--- src/rtl/wb_pkg.sv ---
// Shared types and constants for the register-file writeback block.
package wb_pkg;

  localparam int REG_ADDR_W   = 5;
  localparam int NUM_REGS     = 32;
  localparam int DEFAULT_XLEN = 32;

  typedef struct packed {
    logic [REG_ADDR_W-1:0]   rd;
    logic [DEFAULT_XLEN-1:0] data;
  } wb_result_t;

endpackage

--- src/rtl/wb_fifo.sv ---
// Synchronous FIFO of writeback results; storage is not reset, only pointers and count.
module wb_fifo
  import wb_pkg::*;
#(
  parameter int  DEPTH = 4,
  parameter type T     = wb_result_t
) (
  input  logic                       clk,
  input  logic                       rst_n,
  input  logic                       push,
  input  T                           din,
  input  logic                       pop,
  output T                           dout,
  output logic                       full,
  output logic                       empty,
  output logic [$clog2(DEPTH):0]     count
);

  localparam int PW = $clog2(DEPTH);
  localparam int CW = PW + 1;

  T               mem [DEPTH];
  logic [PW-1:0]  wr_ptr;
  logic [PW-1:0]  rd_ptr;
  logic           do_push;
  logic           do_pop;

  assign full    = (count == CW'(DEPTH));
  assign empty   = (count == '0);
  assign do_push = push && !full;
  assign do_pop  = pop && !empty;
  assign dout    = mem[rd_ptr];

  always_ff @(posedge clk) begin
    if (do_push) begin
      mem[wr_ptr] <= din;
    end
  end

  // Pointers wrap naturally because DEPTH is a power of two.
  always_ff @(posedge clk or negedge rst_n) begin
    if (!rst_n) begin
      wr_ptr <= '0;
      rd_ptr <= '0;
      count  <= '0;
    end else begin
      if (do_push) wr_ptr <= wr_ptr + PW'(1);
      if (do_pop)  rd_ptr <= rd_ptr + PW'(1);
      case ({do_push, do_pop})
        2'b10:   count <= count + CW'(1);
        2'b01:   count <= count - CW'(1);
        default: count <= count;
      endcase
    end
  end

endmodule

--- src/rtl/reg_writeback.sv ---
// Register-file write master: ALU-priority arbitration, load FIFO, x0 filter, busy scoreboard.
// Optional load bypass of the empty FIFO is enabled by defining WB_LD_BYPASS_EN.
module reg_writeback
  import wb_pkg::*;
#(
  parameter int DEPTH = 4,
  parameter int XLEN  = DEFAULT_XLEN
) (
  input  logic                      clk,
  input  logic                      reset,
  input  logic                      alu_valid,
  input  logic [REG_ADDR_W-1:0]     alu_rd,
  input  logic [XLEN-1:0]           alu_data,
  input  logic                      ld_valid,
  output logic                      ld_ready,
  input  logic [REG_ADDR_W-1:0]     ld_rd,
  input  logic [XLEN-1:0]           ld_data,
  input  logic                      issue_valid,
  input  logic [REG_ADDR_W-1:0]     issue_rd,
  output logic [REG_ADDR_W-1:0]     wa,
  output logic [XLEN-1:0]           wda,
  output logic                      reg_wr,
  output logic [NUM_REGS-1:0]       busy,
  output logic [$clog2(DEPTH):0]    ld_count
);

  typedef struct packed {
    logic [REG_ADDR_W-1:0] rd;
    logic [XLEN-1:0]       data;
  } res_t;

  res_t                    ld_res;
  res_t                    head;
  logic                    fifo_full;
  logic                    fifo_empty;
  logic                    ld_acc;
  logic                    byp;
  logic                    push;
  logic                    pop;
  logic                    sel_vld_p0;
  logic [REG_ADDR_W-1:0]   sel_rd_p0;
  logic [XLEN-1:0]         sel_data_p0;
  logic [NUM_REGS-1:0]     busy_nxt;

  assign ld_res   = '{rd: ld_rd, data: ld_data};
  assign ld_ready = !fifo_full;
  assign ld_acc   = ld_valid && ld_ready;

`ifdef WB_LD_BYPASS_EN
  // A load may skip the FIFO only when nothing older is queued and the port is free.
  assign byp = ld_acc && fifo_empty && !alu_valid;
`else
  assign byp = 1'b0;
`endif

  assign push = ld_acc && !byp;
  assign pop  = !alu_valid && !fifo_empty;

  wb_fifo #(
    .DEPTH (DEPTH),
    .T     (res_t)
  ) u_fifo (
    .clk   (clk),
    .rst_n (reset),
    .push  (push),
    .din   (ld_res),
    .pop   (pop),
    .dout  (head),
    .full  (fifo_full),
    .empty (fifo_empty),
    .count (ld_count)
  );

  always_comb begin
    sel_vld_p0  = 1'b0;
    sel_rd_p0   = '0;
    sel_data_p0 = '0;
    if (alu_valid) begin
      sel_vld_p0  = 1'b1;
      sel_rd_p0   = alu_rd;
      sel_data_p0 = alu_data;
    end else if (!fifo_empty) begin
      sel_vld_p0  = 1'b1;
      sel_rd_p0   = head.rd;
      sel_data_p0 = head.data;
    end else if (byp) begin
      sel_vld_p0  = 1'b1;
      sel_rd_p0   = ld_rd;
      sel_data_p0 = ld_data;
    end
  end

  // Stage boundary p0 -> register-file write port; rd 0 results are consumed but never written.
  always_ff @(posedge clk or negedge reset) begin
    if (!reset) begin
      reg_wr <= 1'b0;
      wa     <= '0;
      wda    <= '0;
    end else begin
      reg_wr <= sel_vld_p0 && (sel_rd_p0 != '0);
      if (sel_vld_p0) begin
        wa  <= sel_rd_p0;
        wda <= sel_data_p0;
      end
    end
  end

  // Set is applied after clear so a same-edge re-issue keeps the bit busy.
  always_comb begin
    busy_nxt = busy;
    if (reg_wr) begin
      busy_nxt[wa] = 1'b0;
    end
    if (issue_valid && (issue_rd != '0)) begin
      busy_nxt[issue_rd] = 1'b1;
    end
    busy_nxt[0] = 1'b0;
  end

  always_ff @(posedge clk or negedge reset) begin
    if (!reset) begin
      busy <= '0;
    end else begin
      busy <= busy_nxt;
    end
  end

endmodule

--- config.mk ---
export PLATFORM = sky130hd
export DESIGN_NAME = reg_writeback
export DESIGN_NICKNAME = d
export VERILOG_FILES = /design/src/rtl/wb_pkg.sv /design/src/rtl/wb_fifo.sv /design/src/rtl/reg_writeback.sv
export SDC_FILE = /design/constraint.sdc
export NUM_CORES = 1
export LEC_CHECK = 0
export BUFFER_PORTS_ARGS = -buffer_cell sky130_fd_sc_hd__buf_2
export CAP_MARGIN = 10
export CORE_ASPECT_RATIO = 2
export CORE_MARGIN = 5
export CORE_UTILIZATION = 45
export DETAILED_ROUTE_END_ITERATION = 8
export GPL_TIMING_DRIVEN = 0
export MAX_ROUTING_LAYER = met4
export PLACE_DENSITY_LB_ADDON = 0.3
export SLEW_MARGIN = 20
export SYNTH_ARGS = -nofsm -noshare
export SYNTH_HDL_FRONTEND = slang
export SYNTH_SLANG_ARGS = --single-unit
export TNS_END_PERCENT = 20
--- constraint.sdc ---
create_clock -name clk -period 1.9 [get_ports clk]
set_clock_uncertainty 0.05 [all_clocks]
set_input_delay 0.095 -clock clk [delete_from_list [all_inputs] [get_ports clk]]
set_output_delay 0.095 -clock clk [all_outputs]
set_load 0.01 [all_outputs]
==> summary.txt <==
Worst setup path
  – Worst Path Buf+Inv: 1
  – FF-to-FF Start: u_fifo.count[0]
  – Crit path from: u_fifo.count[0]
  – Max incr delay on CP: 0.43 ns
  – WS Path Type: reg -> reg
  – Setup crit start kind: register
  – Slowest-stage cell, CP: or3_4
  – CP required: 2.22 ns
  – Cell repeated most along the worst path: xor2_1
  – Crit-path leading delay family: simple AND/OR/NAND/NOR gates
  – Crit-path cells: or3_4, and2_4, ha_4, inv_2, fa_2, xor2_1, nor2_1, xor2_1
  – Crit path DAT: 2.24 ns
  – Worst-path maximum fanout: 4
  – Crit end category: register

Drt
  – DR DRC count: 0
  – Final WL: 21,600 um
  – Final ANT Viol Nets: 0
  – Via count: 5,653
  – Starting DRT DRC Count: 437
  – Via/cell ratio: 5.49
  – WL per Instance: 20.9 um
  – Pre-Repair DR Iteration Count: 8

Timing
  – Fin. max-slew vios: 0
  – Slew margin rel.: 41.1%
  – Setup TNS: -0.0255 ns
  – Max Freq: 521 MHz
  – Post-layout min period: 1.92 ns
  – RSZ-0062 raised after global routing: true
  – Setup WS post-layout: -0.0201 ns
  – Worst slew pin tran: 0.880 ns
  – # setup viols final: 2
  – Tcrit/Tclk final: 101%
  – Hold_ws: 0.0626 ns
  – Hold Vio Cnt, Final: 0

Yosys
  – Synth unique cells: 34
  – Top-count cell post-synth: edfxtp_1
  – Syn_nets: 579
  – FF+latch count, synth: 224
  – Avg Inst Size Synth: 17.6 um^2
  – Seq/Total Area, Yosys: 73.5%
  – Synth warnings: 0
  – Post-synth top cells: edfxtp_1 (148), dfrtp_1 (76), o21ai_0 (62)
  – Top_reg_cell synth: edfxtp_1
  – Asr flop ratio synth: 33.9%
  – Synth Cell Area: 0.00863 mm^2
  – Synth area leader: edfxtp_1
  – Post-synth EDFFs: 148
  – Yosys top cell area share: 51.5%
  – Post-Syn Instances: 489
  – Ranking of synthesized cells by area: edfxtp_1 (52%), dfrtp_1 (22%), mux4_2 (9.7%)

Global route
  – Antenna violations before repair: 1
  – Gr ovfl total: 0
  – Vias in the first global route: 6,130
  – Largest net degree at the start of global routing: 58
  – GRT Util Overall: 20.0%
  – First-pass GRT wire length: 32,800 um

Power
  – Worst VDD drop: 0.918 mV
  – Leakage: 4.54 nW
  – Power Density: 1450 mW/mm^2

Cells and area
  – Nets: 850
  – Reg area: 0.00635 mm^2
  – Finished Layout Cells: 1,030
  – # fillers: 1,426
  – Synthesis-to-layout area growth: 33.1%
  – Layout cells sized above 1: 35.5%
  – Multi-input gate area: 0.00203 mm^2

Die
  – Core Box Area: 0.0188 mm^2
  – DIE AREA: 0.0222 mm^2
  – Row Count: 71
  – Die W: 108 um
  – Num ports: 158
  – Chip Height: 206 um
  – Initial Utilization: 45.8%

Clock tree
  – Worst skew pair latency: 0.49 ns
  – Root buf cell: clkbuf_16
  – H-tree Lvls: 1
  – CTS tree: built
  – Clock sink count: 224
  – Max Root-Sink Buffers: 3
  – Num CTS Buffers: 20
  – Clk slew on worst S/H paths: 0.07 ns

Status
  – Run status: finished with violations
  – Violated checks: setup timing

Min path
  – HP Start: alu_valid
  – HP Class: in -> reg

Placed design
  – Post-Place Setup Slack: -0.328 ns
  – Cells after DPL: 904
  – Dpl hpwl: 14,600 um
  – Final GP Congestion: 0.892
  – Port bufs: 156

Flow run
  – Max cap viols: 0
## metrics by stage
step	instance area [um^2]	utilization (%)	power, W
after floorplan	8650	-	0.0103
after global placement	9750	51.7	0.0120
after detailed placement	9860	52.4	0.0124
after CTS	11400	60.5	0.0167
after global routing	11500	61.0	0.0175
final	11500	61.0	0.0166
## layer usage
layer  vias up  wire (um)  GRT usage [%]
met5         -          0              -
met4         0       1050           10.2
met3        79       1280           3.08
met2       257      12100           36.9
met1      2845       7200           20.0
li1       2472          -              -
## worst paths after layout
| check | slack (ns) | depth (start not counted) | endpoint |
|---|---|---|---|
| min in group asynchronous | 0.10 | 3 | busy[5] |
| max reg2reg | -0.02 | 8 | u_fifo.count[2] |
| min | 0.06 | 5 | wa[1] |
| max in group asynchronous | 0.46 | 3 | wda[8] |
| max | -0.02 | 8 | u_fifo.count[2] |
| min reg2reg | 0.45 | 2 | wda[20] |
## flip-flops by register name (all words and copies together) (netlist names)
signal / flops
busy: 31
reg_wr: 1
u_fifo.count: 3
u_fifo.mem: 148
u_fifo.rd_ptr: 2
u_fifo.wr_ptr: 2
wa: 5
wda: 32
## power breakdown
| group | internal (W) | switching (W) | leakage (nW) |
|---|---|---|---|
| sequential | 0.00665 | 0.000580 | 2.25 |
| combinational | 0.00251 | 0.00290 | 1.96 |
| clock | 0.00228 | 0.00173 | 0.328 |
## area by class of cell
type	instances	share of cell area, %
multi-input combinational	200	17.6
timing repair buffer	251	15.6
clock inverter	10	0.665
tap	255	2.78
inverter	41	1.36
antenna	1	0.0218
sequential	224	55.3
buffer	22	1.67
clock buffer	26	5.00
## placed cells by master, fill, tap and decap left out, drive strengths merged
cell type and n:
nor2 5, inv 42, and2 3, nand3b 10, bufinv 1, fa 1
nand3 5, mux2i 1, clkbuf 38, xnor2 3, xor2 3, mux4 37
a221oi 1, buf 177, nand4 1, diode 1, a22oi 4, a21oi 1
or3b 5, dfrtp 76, dlygate4sd3 84, and3 4, a31o 1, mux2 1
edfxtp 148, or3 3, clkinv 8, conb 1, ha 5, o21ai 62
nand2 10, a222oi 33
## what timing repair did
action                                  in CTS  in global routing
hold endpoints to repair                   285                  0
buffers inserted                             3                  4
resized for setup                           15                 17
hold buffers                                84                  0
pin swaps                                    4                  4
endpoints found under the setup margin     128                 67
## worst reg2reg max path, stage by stage, from the launching register on
cell and delay (ns):
dfrtp_1 0.42, or3_4 0.43, and2_4 0.17, ha_4 0.16, inv_2 0.05, fa_2 0.18, xor2_1 0.14, nor2_1 0.07
xor2_1 0.13
## logic make-up (layout without fill, tap and decap cells)
| group | Yosys count | count (layout) | share of synthesized area [%] |
|---|---|---|---|
| compound gates | 102 | 102 | 8.03 |
| xor+xnor | 6 | 6 | 0.609 |
| fa+ha+maj | 6 | 6 | 0.957 |
| buf+inv | 65 | 350 | 3.68 |
| flops | 224 | 224 | 73.5 |
| mux | 39 | 39 | 9.90 |
| other cells | 1 | 2 | 0.0435 |
| simple gates | 46 | 46 | 3.23 |
Note: power is estimated with default switching activity, not from simulation.
